<file path="src/rtl/demultiplexer_3out_pkg.sv">
// -----------------------------------------------------------------------------
// demultiplexer_3out_pkg
// Shared constants and the select decode for the 1-to-3 stream demultiplexer.
// The select encodings match the LSTM datapath's 3-input select mux, so code
// that drives either block can use the same constants.
// -----------------------------------------------------------------------------
package demultiplexer_3out_pkg;

   localparam int DEF_WIDTH = 32;
   localparam int DEF_CNT_W = 16;

   localparam logic [1:0] SEL_A   = 2'b00;
   localparam logic [1:0] SEL_B   = 2'b10;
   localparam logic [1:0] SEL_C   = 2'b11;
   localparam logic [1:0] SEL_ILL = 2'b01;

   typedef enum logic [1:0] {
      ROUTE_A   = 2'b00,
      ROUTE_B   = 2'b01,
      ROUTE_C   = 2'b10,
      ROUTE_ILL = 2'b11
   } route_e;

   // Map a raw 2-bit select onto a route.
   // Anything that is not a known output select is treated as illegal.
   function automatic route_e decode_sel(input logic [1:0] sel);
      case (sel)
         SEL_A:   return ROUTE_A;
         SEL_B:   return ROUTE_B;
         SEL_C:   return ROUTE_C;
         SEL_ILL: return ROUTE_ILL;
         default: return ROUTE_ILL;
      endcase
   endfunction

endpackage

</file>
<file path="src/rtl/demultiplexer_3out_if.sv">
// -----------------------------------------------------------------------------
// demultiplexer_3out_if
// Bundles the input stream, the three output slots and the error flag of
// demultiplexer_3out.
//   slave  : the demultiplexer side (takes i_*, drives o_*)
//   master : the producer/consumer side (drives i_*, observes o_*)
// Signal summary:
//   i_data/i_sel/i_valid/o_ready        input word, route select, handshake
//   o_a/o_b/o_c, o_x_valid, i_x_ready   per-output slot data and handshake
//   o_cnt_a/b/c                         delivered-word counters
//   o_err, i_err_clr                    sticky illegal-select flag and its clear
// -----------------------------------------------------------------------------
interface demultiplexer_3out_if
   import demultiplexer_3out_pkg::*;
#(
   parameter int WIDTH = DEF_WIDTH,
   parameter int CNT_W = DEF_CNT_W
);

   logic signed [WIDTH-1:0] i_data;
   logic [1:0]              i_sel;
   logic                    i_valid;
   logic                    o_ready;

   logic signed [WIDTH-1:0] o_a;
   logic signed [WIDTH-1:0] o_b;
   logic signed [WIDTH-1:0] o_c;
   logic                    o_a_valid;
   logic                    o_b_valid;
   logic                    o_c_valid;
   logic                    i_a_ready;
   logic                    i_b_ready;
   logic                    i_c_ready;

   logic [CNT_W-1:0]        o_cnt_a;
   logic [CNT_W-1:0]        o_cnt_b;
   logic [CNT_W-1:0]        o_cnt_c;

   logic                    o_err;
   logic                    i_err_clr;

   modport slave (
      input  i_data, i_sel, i_valid,
      input  i_a_ready, i_b_ready, i_c_ready,
      input  i_err_clr,
      output o_ready,
      output o_a, o_b, o_c,
      output o_a_valid, o_b_valid, o_c_valid,
      output o_cnt_a, o_cnt_b, o_cnt_c,
      output o_err
   );

   modport master (
      output i_data, i_sel, i_valid,
      output i_a_ready, i_b_ready, i_c_ready,
      output i_err_clr,
      input  o_ready,
      input  o_a, o_b, o_c,
      input  o_a_valid, o_b_valid, o_c_valid,
      input  o_cnt_a, o_cnt_b, o_cnt_c,
      input  o_err
   );

endinterface

</file>
<file path="src/rtl/demultiplexer_3out_demux_slot.sv">
// -----------------------------------------------------------------------------
// demux_slot
// One-entry holding register for a single demultiplexer output, with a
// wrapping counter of words handed to the consumer.
//   clk, rst   clock, asynchronous active-high reset
//   load       capture d this cycle (caller guarantees the slot is free or
//              draining in the same cycle)
//   d          word to capture
//   ready_in   consumer takes q when valid & ready_in
//   q, valid   slot contents and occupancy
//   cnt        number of words delivered, wraps silently
// -----------------------------------------------------------------------------
module demux_slot
   import demultiplexer_3out_pkg::*;
#(
   parameter int WIDTH = DEF_WIDTH,
   parameter int CNT_W = DEF_CNT_W
) (
   input  logic                    clk,
   input  logic                    rst,
   input  logic                    load,
   input  logic signed [WIDTH-1:0] d,
   input  logic                    ready_in,
   output logic signed [WIDTH-1:0] q,
   output logic                    valid,
   output logic [CNT_W-1:0]        cnt
);

   logic signed [WIDTH-1:0] q_r;
   logic                    valid_r;
   logic [CNT_W-1:0]        cnt_r;
   logic                    drain_s;

   assign drain_s = valid_r & ready_in;

   // Slot register, occupancy and delivered counter.
   always_ff @(posedge clk or posedge rst) begin
      if (rst) begin
         q_r     <= '0;
         valid_r <= 1'b0;
         cnt_r   <= '0;
      end else begin
         // Data holds its last value after a drain; only a load replaces it.
         if (load) begin
            q_r <= d;
         end else begin
            q_r <= q_r;
         end
         // A load in the same cycle as a drain keeps the slot occupied.
         valid_r <= load | (valid_r & ~ready_in);
         if (drain_s) begin
            cnt_r <= cnt_r + {{(CNT_W-1){1'b0}}, 1'b1};
         end else begin
            cnt_r <= cnt_r;
         end
      end
   end

   assign q     = q_r;
   assign valid = valid_r;
   assign cnt   = cnt_r;

endmodule

</file>
<file path="src/rtl/demultiplexer_3out.sv">
// -----------------------------------------------------------------------------
// demultiplexer_3out
// Registered 1-to-3 stream demultiplexer. Each accepted word is steered to
// slot A, B or C by the select captured with it; each slot has its own
// valid/ready handshake so consumers can stall independently. An illegal
// select consumes and drops the word and raises a sticky error flag.
//   clk, rst   clock, asynchronous active-high reset
//   bus        demultiplexer_3out_if.slave (stream in, three slots out,
//              delivered counters, error flag and clear)
// -----------------------------------------------------------------------------
module demultiplexer_3out
   import demultiplexer_3out_pkg::*;
#(
   parameter int WIDTH = DEF_WIDTH,
   parameter int CNT_W = DEF_CNT_W
) (
   input  logic                  clk,
   input  logic                  rst,
   demultiplexer_3out_if.slave   bus
);

   route_e route_s;
   logic   ready_s;
   logic   accept_s;
   logic   ld_a_s;
   logic   ld_b_s;
   logic   ld_c_s;
   logic   ill_acc_s;
   logic   a_valid_s;
   logic   b_valid_s;
   logic   c_valid_s;
   logic   err_r;

   // Route decode, input ready and per-slot load strobes.
   always_comb begin
      route_s = decode_sel(bus.i_sel);
      ready_s = 1'b1;
      // Ready only looks at the currently selected target, so a stalled slot
      // never blocks words routed elsewhere.
      case (route_s)
         ROUTE_A:   ready_s = ~a_valid_s | bus.i_a_ready;
         ROUTE_B:   ready_s = ~b_valid_s | bus.i_b_ready;
         ROUTE_C:   ready_s = ~c_valid_s | bus.i_c_ready;
         ROUTE_ILL: ready_s = 1'b1;
         default:   ready_s = 1'b1;
      endcase
      accept_s  = bus.i_valid & ready_s;
      ld_a_s    = accept_s & (route_s == ROUTE_A);
      ld_b_s    = accept_s & (route_s == ROUTE_B);
      ld_c_s    = accept_s & (route_s == ROUTE_C);
      ill_acc_s = accept_s & (route_s == ROUTE_ILL);
   end

   assign bus.o_ready = ready_s;

   demux_slot #(.WIDTH(WIDTH), .CNT_W(CNT_W)) u_slot_a (
      .clk      (clk),
      .rst      (rst),
      .load     (ld_a_s),
      .d        (bus.i_data),
      .ready_in (bus.i_a_ready),
      .q        (bus.o_a),
      .valid    (a_valid_s),
      .cnt      (bus.o_cnt_a)
   );

   demux_slot #(.WIDTH(WIDTH), .CNT_W(CNT_W)) u_slot_b (
      .clk      (clk),
      .rst      (rst),
      .load     (ld_b_s),
      .d        (bus.i_data),
      .ready_in (bus.i_b_ready),
      .q        (bus.o_b),
      .valid    (b_valid_s),
      .cnt      (bus.o_cnt_b)
   );

   demux_slot #(.WIDTH(WIDTH), .CNT_W(CNT_W)) u_slot_c (
      .clk      (clk),
      .rst      (rst),
      .load     (ld_c_s),
      .d        (bus.i_data),
      .ready_in (bus.i_c_ready),
      .q        (bus.o_c),
      .valid    (c_valid_s),
      .cnt      (bus.o_cnt_c)
   );

   assign bus.o_a_valid = a_valid_s;
   assign bus.o_b_valid = b_valid_s;
   assign bus.o_c_valid = c_valid_s;

   // Sticky illegal-select flag; a new illegal accept beats a clear.
   always_ff @(posedge clk or posedge rst) begin
      if (rst) begin
         err_r <= 1'b0;
      end else if (ill_acc_s) begin
         err_r <= 1'b1;
      end else if (bus.i_err_clr) begin
         err_r <= 1'b0;
      end else begin
         err_r <= err_r;
      end
   end

   assign bus.o_err = err_r;

endmodule

</file>
<file path="src/flat_wrapper.sv">
// flat-port wrapper written by rule: the top's interface ports become plain ports
module demultiplexer_3out_flat import demultiplexer_3out_pkg::*;
#(
   parameter int WIDTH = DEF_WIDTH,
   parameter int CNT_W = DEF_CNT_W
)
  (clk, rst, bus_i_data, bus_i_sel, bus_i_valid, bus_i_a_ready, bus_i_b_ready, bus_i_c_ready, bus_i_err_clr, bus_o_ready, bus_o_a, bus_o_b, bus_o_c, bus_o_a_valid, bus_o_b_valid, bus_o_c_valid, bus_o_cnt_a, bus_o_cnt_b, bus_o_cnt_c, bus_o_err);
  demultiplexer_3out_if #(.WIDTH(WIDTH), .CNT_W(CNT_W)) bus_i ();
  input  logic clk;
  input  logic rst;
  input wire logic [$bits(bus_i.i_data)-1:0] bus_i_data;
  input wire logic [$bits(bus_i.i_sel)-1:0] bus_i_sel;
  input wire logic [$bits(bus_i.i_valid)-1:0] bus_i_valid;
  input wire logic [$bits(bus_i.i_a_ready)-1:0] bus_i_a_ready;
  input wire logic [$bits(bus_i.i_b_ready)-1:0] bus_i_b_ready;
  input wire logic [$bits(bus_i.i_c_ready)-1:0] bus_i_c_ready;
  input wire logic [$bits(bus_i.i_err_clr)-1:0] bus_i_err_clr;
  output wire logic [$bits(bus_i.o_ready)-1:0] bus_o_ready;
  output wire logic [$bits(bus_i.o_a)-1:0] bus_o_a;
  output wire logic [$bits(bus_i.o_b)-1:0] bus_o_b;
  output wire logic [$bits(bus_i.o_c)-1:0] bus_o_c;
  output wire logic [$bits(bus_i.o_a_valid)-1:0] bus_o_a_valid;
  output wire logic [$bits(bus_i.o_b_valid)-1:0] bus_o_b_valid;
  output wire logic [$bits(bus_i.o_c_valid)-1:0] bus_o_c_valid;
  output wire logic [$bits(bus_i.o_cnt_a)-1:0] bus_o_cnt_a;
  output wire logic [$bits(bus_i.o_cnt_b)-1:0] bus_o_cnt_b;
  output wire logic [$bits(bus_i.o_cnt_c)-1:0] bus_o_cnt_c;
  output wire logic [$bits(bus_i.o_err)-1:0] bus_o_err;
  assign bus_i.i_data = bus_i_data;
  assign bus_i.i_sel = bus_i_sel;
  assign bus_i.i_valid = bus_i_valid;
  assign bus_i.i_a_ready = bus_i_a_ready;
  assign bus_i.i_b_ready = bus_i_b_ready;
  assign bus_i.i_c_ready = bus_i_c_ready;
  assign bus_i.i_err_clr = bus_i_err_clr;
  assign bus_o_ready = bus_i.o_ready;
  assign bus_o_a = bus_i.o_a;
  assign bus_o_b = bus_i.o_b;
  assign bus_o_c = bus_i.o_c;
  assign bus_o_a_valid = bus_i.o_a_valid;
  assign bus_o_b_valid = bus_i.o_b_valid;
  assign bus_o_c_valid = bus_i.o_c_valid;
  assign bus_o_cnt_a = bus_i.o_cnt_a;
  assign bus_o_cnt_b = bus_i.o_cnt_b;
  assign bus_o_cnt_c = bus_i.o_cnt_c;
  assign bus_o_err = bus_i.o_err;
  demultiplexer_3out #(.WIDTH(WIDTH), .CNT_W(CNT_W)) u_core (.clk(clk), .rst(rst), .bus(bus_i));
endmodule
</file>
<file path="config.mk">
export PLATFORM = sky130hd
export DESIGN_NAME = demultiplexer_3out_flat
export DESIGN_NICKNAME = d
export VERILOG_FILES = /design/src/rtl/demultiplexer_3out_pkg.sv /design/src/rtl/demultiplexer_3out_if.sv /design/src/rtl/demultiplexer_3out_demux_slot.sv /design/src/rtl/demultiplexer_3out.sv /design/src/flat_wrapper.sv
export SDC_FILE = /design/constraint.sdc
export NUM_CORES = 1
export LEC_CHECK = 0
export CORE_MARGIN = 5
export CORE_UTILIZATION = 43
export CTS_BUF_LIST = sky130_fd_sc_hd__clkbuf_4 sky130_fd_sc_hd__clkbuf_8
export CTS_CLUSTER_SIZE = 8
export DETAILED_ROUTE_END_ITERATION = 12
export GPL_ROUTABILITY_DRIVEN = 0
export GPL_TIMING_DRIVEN = 0
export PLACE_DENSITY = 0.88
export SLEW_MARGIN = 20
export SYNTH_ARGS = -nofsm -noshare
export SYNTH_HDL_FRONTEND = slang
export SYNTH_SLANG_ARGS = --single-unit
</file>
<file path="constraint.sdc">
create_clock -name clk -period 4.87 [get_ports clk]
set_input_delay 0.974 -clock clk [delete_from_list [all_inputs] [get_ports clk]]
set_output_delay 0.974 -clock clk [all_outputs]
set_load 0.03 [all_outputs]
</file>
==> Yosys cells after proc, flatten, opt, wreduce, memory -nomap -nowiden <==
Cells that the tools add are included.
Widths: inputs -> output; s select.
{ "totals": {"register_bits": 148, "latchBits": 0, "mem_bits_rw": 0, "rom_bits": 0, "in_bits": 41, "wordCells": 49, "n_memories": 0} }
{ "op_classes": {"add_sub_neg": 3, "n_mul": 0, "div": 0, "n_lt_le_gt_ge": 0, "n_eq_ne": 6, "shifts": 0, "n_mux": 4, "n_bitwise": 23, "n_reduce_logical": 3} }
{ "ops": {"columns": ["op", "n"], "rows": [
  ["$add 16x1->16 const B", 3],
  ["$and 1x1->1", 11],
  ["$eq 2x2->1 const B", 4],
  ["$pmux 2 s4", 1],
  ["$not 1->1", 6],
  ["$or 1x1->1", 6],
  ["$eq 2x1->1 const B", 2],
  ["$logic_not 2->1", 2],
  ["$pmux 1 s4", 1],
  ["$mux 1", 2],
  ["$reduce_bool 2->1", 1]
]} }

==> Depth between registers and ports, before layout <==
Gate-level depths: netlist of run 1.
{ "depth": {"depth_word": 7, "depth_mapped": 6, "depth_no_buf": 5} }

==> Hierarchy <==
From an unflattened synthesis of run 1, not the netlist that was laid out.
{ "hier_totals": {"cells_unflattened": 408, "area_unflattened_um2": 5904.4} }
{ "by_module_without_submodules": {"columns": ["module", "n_inst", "cells_per_inst", "area_per_inst_um2", "seq_area_each_um2"], "rows": [
  ["demux_slot", 3, 131, 1929.4, 1226.2],
  ["demultiplexer_3out", 1, 15, 116.4, 25.0]
]} }

==> Least setup slack after synthesis of run 1 <==
Ideal clock, no wire load.
{ "synth_path": {"kind": "in2out", "startpoint": "input port bus_i_sel[0]", "endpoint": "output port bus_o_ready", "arrival_ns": 1.741, "t_required_ns": 3.896, "path_slack_ns": 2.155, "path_stages": 3, "cell_sequence": "buf_2 -> mux2i_1 -> a21oi_1"} }
{ "synth_between": {"elab_chain_len": 4, "word_cells_on_any_way": 10, "cone_classes": "eq/ne (6); mux (2); reduce/logical (2)"} }
{ "synth_lines": {"columns": ["item", "line", "rtl"], "rows": [
  ["start, declared", "flat_wrapper.sv:12", "input wire logic [$bits(bus_i.i_sel)-1:0] bus_i_sel;"],
  ["$eq 2x1->1, or another cell as far along", null, null],
  ["$pmux 2 s4 (*)", "demultiplexer_3out_pkg.sv:27", "case (sel)"],
  ["$eq 2x2->1, or another cell as far along", "demultiplexer_3out.sv:40", "case (route_s)"],
  ["$pmux 1 s4 (*)", "demultiplexer_3out.sv:40", null],
  ["end, declared", "flat_wrapper.sv:18", "output wire logic [$bits(bus_i.o_ready)-1:0] bus_o_ready;"]
]} }
Every way passes the cells marked *; elsewhere a longest branch is shown, timed or not.

==> Worst setup path in the final report of run 1 <==
{ "layout_path": {"startpoint": "input port bus_i_c_ready", "endpoint": "output port bus_o_ready"} }
{ "layout_between": {"elab_chain_len": 2} }
{ "layout_lines": {"columns": ["item", "line", "rtl"], "rows": [
  ["start, declared", "flat_wrapper.sv:16", "input wire logic [$bits(bus_i.i_c_ready)-1:0] bus_i_c_ready;"],
  ["$or 1x1->1", "demultiplexer_3out.sv:43", "ROUTE_C: ready_s = ~c_valid_s | bus.i_c_ready;"],
  ["$pmux 1 s4", "demultiplexer_3out.sv:40", null]
]} }
Every way passes these cells.

==> out/results.txt, run 1 <==
Ys flop type = dfrtp_1
Peak supply drop = 260 µV
Hold depth = 1
Asr flop ratio synth = 100%
TNS Setup = 0 ps
Wire length per cell = 17.5 µm
Hold Buf Count CTS = 0
Die Span X = 127 µm
RR Startpoint = u_core.u_slot_b.valid$_DFF_PP0_
RSZ-0062 raised after global routing = false
Die footprint = 16000 µm²
CTS Buf Count = 17
Number of global-route vias before repair = 4355
DPL Wire Length = 10500 µm
PD cells = 459 nW/µm²
Max transition margin = 53.8%
Grt ovf = 0
Area of the mapped netlist = 5850 µm²
Sequential-to-total area share from yosys stat = 63.3%
Hold Path Origin = u_core.u_slot_c.cnt[15]$_DFFE_PP0P_
Critical Setup Path Class = input port to output pin
Clock Path Buffers = 2
Number of port buffers = 188
Status = complete, no violations
WL final = 14000 µm
Layout Cells excl Fill = 803
Reg-to-Reg End = u_core.u_slot_b.q[3]$_DFFE_PP0P_
Kind of start point of the critical path = input port
Leakage = 3.64 nW
Crit path DAT = 2710 ps
Area of the core = 13300 µm²
Share of the synthesized area in the top cell type = 63.3%
EDFF count, synth = 0
Initial antenna violation count = 0
GRT Resource Usage Total = 18.0%
Pin count of the biggest net entering global routing = 37
CTS Root Cell = clkbuf_8
Vias = 3954
H-tree level count = 4
Crit end category = output pin
Post-CTS setup buffers = 0
Fin. max-slew vios = 0
Inserted Diodes = 0
R2R Setup Slk = 3160 ps
Number of cells on the worst reg-to-reg path = 4
Filler Cell Count = 1021
Starting Density = 44.0%
#FFs+latches synth = 148
Final setup margin = 1190 ps
Worst hold slack = 471 ps
Clock Latency Late Sink = 430 ps
Fin crit share = 75.7%
DR iter-0 viols = 167
Worst Max-Slew Pin Slew = 688 ps
Avg Inst Size Synth = 14.4 µm²
Final nets = 660
Share of layout cells above drive strength 1 = 24.2%
Synth Net Count = 449
Fmax = 271 MHz
First-pass detailed-route iteration total = 4
Worst-path maximum fanout = 4
Yosys cell types = 32
Die Y = 127 µm
Hold Path End = u_core.u_slot_c.cnt[15]$_DFFE_PP0P_
Top cells by area, synth = dfrtp_1 (63%), mux2_2 (19%), xnor2_1 (4.5%), xor2_1 (2.2%), nand2_1 (1.5%)
Final setup violation count = 0
Area growth, synth to finish = 44.4%
Placed insts = 773
Synth Warn # = 0
Clk_skew = 12.3 ps
Post-Syn Instances = 405
DRC = 0
First-pass GRT wire length = 22800 µm
Clock slew at reported path FFs = 70 ps
Worst slack, placed = 1170 ps
Antenna Nets Post-Route = 0
Routed vias/inst = 4.92
Fin crit period = 3680 ps
Top cell type by total area after synthesis = dfrtp_1
Top-count cell post-synth = dfrtp_1
Clk sinks = 148
TritonCTS clock tree = done
Worst EP required = 3900 ps
Synth cell count leaders = dfrtp_1 (148), mux2_2 (99), xnor2_1 (30), nand2_1 (23), nor2_1 (16)
I/O pin count = 190
Hold WC Path Type = flip-flop to flip-flop
Max-Cap Viols = 0
Std cell rows = 42
Cts repair resizes = 0
Fin. Hold Viols = 0
==> through the flow <==
stage | area [µm²] | utilization, % | total power, mW
2_1_floorplan | 5850 | - | 2.33
5_1_grt | 8450 | 63.5 | 4.06
6_report | 8450 | 63.5 | 3.87
3_5_place_dp | 8040 | 60.5 | 2.96
3_3_place_gp | 7960 | 59.8 | 2.90
4_1_cts | 8450 | 63.5 | 3.92
==> report_power, final <==
group	internal, mW	total (mW)	switching, mW
clock	0.541	0.956	0.416
sequential	1.45	1.62	0.165
combinational	0.590	1.30	0.710
total	2.58	3.87	1.29
==> per-layer routing <==
| metal | up-vias | track usage [%] | wire length, µm |
|---|---|---|---|
| met2 | 131 | 30.0 | 7130 |
| met4 | 0 | 7.13 | 306 |
| met5 | - | 0 | 0 |
| li1 | 1828 | - | - |
| met3 | 23 | 7.27 | 1180 |
| met1 | 1972 | 20.9 | 5400 |
==> worst max-delay path by stage <==
stage                                              to           from
floorplan                u_core.bus.o_err$_DFFE_PP0P_            rst
global placement    u_core.u_slot_a.q[21]$_DFFE_PP0P_            rst
detailed placement                        bus_o_ready  bus_i_c_ready
CTS                                       bus_o_ready  bus_i_c_ready
global route                              bus_o_ready  bus_i_c_ready
finish                                    bus_o_ready  bus_i_c_ready
==> layout make-up <==
cell class	instances	area (µm²)	area share [%]
Buffer	12	81.3	0.963
Clock buffer	26	333	3.94
Clock inverter	4	70.1	0.830
Inverter	7	30.0	0.356
Multi-Input combinational cell	238	2040	24.1
Sequential cell	148	3700	43.8
Tap cell	176	220	2.61
Timing Repair Buffer	192	1970	23.3
==> cell families (layout without fill, tap and decap cells) <==
family	count (synthesis)	in the layout	synth area share, %
flip-flops	148	148	63.3
multiplexers	100	100	19.2
AND/OR/NAND/NOR	87	87	7.98
XOR/XNOR	45	45	6.74
buffers and inverters	19	241	1.84
adder cells (fa/ha/maj)	3	3	0.642
AO/OA/AOI/OAI	3	3	0.278
==> critical path: stages <==
cell	delay (ps)
clkdlybuf4s50_1	540
nand2b_1	190
mux2i_1	90
a21oi_1	200
clkdlybuf4s50_1	700
==> layout by cell type (no fill, tap or decap), types with 2 or more instances in the layout <==
| cell | Yosys | layout |
|---|---|---|
| clkdlybuf4s50_1 | 0 | 188 |
| clkinv_2 | 0 | 2 |
| dfrtp_1 | 148 | 148 |
| nand3_1 | 15 | 15 |
| xnor2_1 | 30 | 30 |
| clkbuf_4 | 0 | 4 |
| nand4_1 | 10 | 10 |
| nor3_1 | 4 | 4 |
| nand2_1 | 23 | 23 |
| clkbuf_8 | 0 | 22 |
| nand2b_1 | 3 | 3 |
| ha_1 | 3 | 3 |
| xor2_1 | 15 | 15 |
| buf_2 | 5 | 5 |
| mux2_2 | 99 | 99 |
| inv_1 | 7 | 6 |
| and3_1 | 4 | 4 |
| buf_4 | 6 | 6 |
| nor2_1 | 16 | 16 |
| bufinv_16 | 0 | 2 |
| buf_12 | 0 | 3 |
==> sequential cells by signal, summed over array words and instances, names as in the netlist <==
name,count
u_core.u_slot_a.q,32
u_core.u_slot_b.q,32
u_core.u_slot_c.q,32
u_core.u_slot_a.cnt,16
u_core.u_slot_b.cnt,16
u_core.u_slot_c.cnt,16
u_core.bus.o_err,1
u_core.u_slot_a.valid,1
u_core.u_slot_b.valid,1
u_core.u_slot_c.valid,1
No activity file was read; power rests on OpenSTA's default activity.
==> inputs of run 2 (changes only) <==
Settings changed: CORE_UTILIZATION 43 to 48, PLACE_DENSITY 0.88 to 0.93.
Clock period 4.87 ns to 3.8 ns, I/O delays scaled along.
==> run 2 against run 1 <==
Register-to-register slack got worse by 1100 ps. Die area fell by 9.6%. Design area barely moved. Worst hold slack improved by 10 ps. First-iteration DRC count rose by 46%. Sequential share of layout area barely moved. Critical endpoint unchanged. Highest routed layer unchanged.
==> out/results.txt, run 2 (synthesis gave the netlist of run 1 again) <==
RSZ-0062 raised after global routing = false
Max transition margin = 44.8%
Number of port buffers = 188
Inserted Diodes = 0
Number of global-route vias before repair = 4380
Worst Max-Slew Pin Slew = 822 ps
Sw Ratio = 33.4%
RR Startpoint = u_core.u_slot_b.cnt[2]$_DFFE_PP0P_
Peak supply drop = 377 µV
Starting Density = 48.9%
PD cells = 599 nW/µm²
WL final = 14000 µm
Status = complete, no violations
CTS Root Cell = clkbuf_8
Critical Setup Path Class = input port to output pin
Clk sinks = 148
Net Sw Power = 1.69 mW
Cts repair resizes = 0
First-pass detailed-route iteration total = 4
Fin crit period = 3190 ps
Fin. max-slew vios = 0
Worst EP required = 3040 ps
Pin count of the biggest net entering global routing = 37
Grt ovf = 0
P_int = 3.37 mW
Final core occ = 70.6%
Die footprint = 14500 µm²
Logic gate share of total power = 32.9%
Fmax = 314 MHz
Hold Buf Count CTS = 0
Hold Path Origin = u_core.u_slot_c.cnt[15]$_DFFE_PP0P_
Wire length per cell = 18.1 µm
Worst-path maximum fanout = 4
DRC = 0
Share of layout cells above drive strength 1 = 24.5%
Final setup violation count = 0
I/O pin count = 190
GRT Resource Usage Total = 20.1%
Area of the core = 12000 µm²
Post-CTS setup buffers = 0
CTS Buf Count = 17
Clock Path Buffers = 2
First-pass GRT wire length = 22800 µm
Area growth, synth to finish = 44.2%
Routed vias/inst = 5.10
Placed inst area = 8000 µm²
Hold depth = 1
Seq pwr share = 41.2%
Die Y = 120 µm
Layout Cells excl Fill = 776
Final setup margin = 612 ps
Worst slack, placed = 612 ps
Std cell rows = 40
Clk pwr share = 25.8%
Placed insts = 744
Die Span X = 120 µm
TNS Setup = 0 ps
DR iter-0 viols = 243
DPL Wire Length = 10500 µm
Crit path DAT = 2430 ps
Vias = 3958
H-tree level count = 4
Number of cells on the worst reg-to-reg path = 4
TritonCTS clock tree = done
R2R Setup Slk = 2030 ps
Kind of start point of the critical path = input port
Fin. Hold Viols = 0
Leakage = 3.65 nW
Antenna Nets Post-Route = 0
Design area = 8440 µm²
Most frequent cells in the layout = clkdlybuf4s50_1 (188), dfrtp_1 (148), mux2_2 (99)
Clk_skew = 9.38 ps
Clock Latency Late Sink = 440 ps
Leading cell type in the layout, fill and taps excluded = clkdlybuf4s50_1
CP Launch Point = bus_i_c_ready
Hold Path End = u_core.u_slot_c.cnt[15]$_DFFE_PP0P_
Reg-to-Reg End = u_core.u_slot_b.cnt[9]$_DFFE_PP0P_
Clock slew at reported path FFs = 70 ps
Crit end category = output pin
Max-Cap Viols = 0
Final nets = 660
Hold WC Path Type = flip-flop to flip-flop
Initial antenna violation count = 0
Fin crit share = 83.9%
[run 2: cell types whose count changed in the layout (fill, tap and decap cells not counted), sizes merged]
cell,change
clkinvlp,+1
clkinv,+2
bufinv,+1
clkbuf,-2
[run 2: worst max path at each step]
| stage | slack (ps) | end | depth (start not counted) |
|---|---|---|---|
| 2_1_floorplan | 1180 | u_core.bus.o_err$_DFFE_PP0P_ | 1 |
| 3_3_place_gp | 80 | u_core.u_slot_c.q[7]$_DFFE_PP0P_ | 2 |
| 3_5_place_dp | 610 | bus_o_ready | 5 |
| 4_1_cts | 600 | bus_o_ready | 5 |
| 5_1_grt | 520 | bus_o_ready | 5 |
| 6_report | 610 | bus_o_ready | 5 |
[run 2: worst max-delay path, stage by stage]
cell	delay, ps
clkdlybuf4s50_1	540
nand2b_1	180
mux2i_1	90
a21oi_1	140
clkdlybuf4s50_1	720
[run 2: final cells by class]
type | count | area [µm²]
tap | 147 | 184
sequential | 148 | 3700
clock buffer | 24 | 318
multi-input combinational | 238 | 2040
buffer | 12 | 81.3
timing repair buffer | 192 | 1960
fill | 798 | 3520
clock inverter | 8 | 121
inverter | 7 | 30.0
[run 2: stage by stage]
step	hold WS, ps	power [mW]
global placement	458	3.72
global route	496	5.26
floorplan	649	2.99
finish	482	5.05
detailed placement	477	3.79
CTS	488	5.11
[run 2: power groups by stage]
| stage | Sequential [mW] | Clock [mW] | Combinational, mW |
|---|---|---|---|
| final | 2.08 | 1.30 | 1.66 |
| after global routing | 2.12 | 1.39 | 1.75 |
| after CTS | 2.08 | 1.33 | 1.69 |
| after detailed placement | 2.11 | 0 | 1.68 |
| after global placement | 2.09 | 0 | 1.63 |
| after floorplan | 2.65 | 0 | 0.337 |
[run 2: layer usage]
layer  up-vias  part of all wire, %  routed length [µm]  global-route usage (%)
li1       1823                    -                   -                       -
met1      1996                   38                5390                    23.0
met2       119                   52                7340                    34.2
met3        20                  7.4                1040                    7.44
met4         0                  1.9                 260                    7.72
met5         -                    0                   0                       0
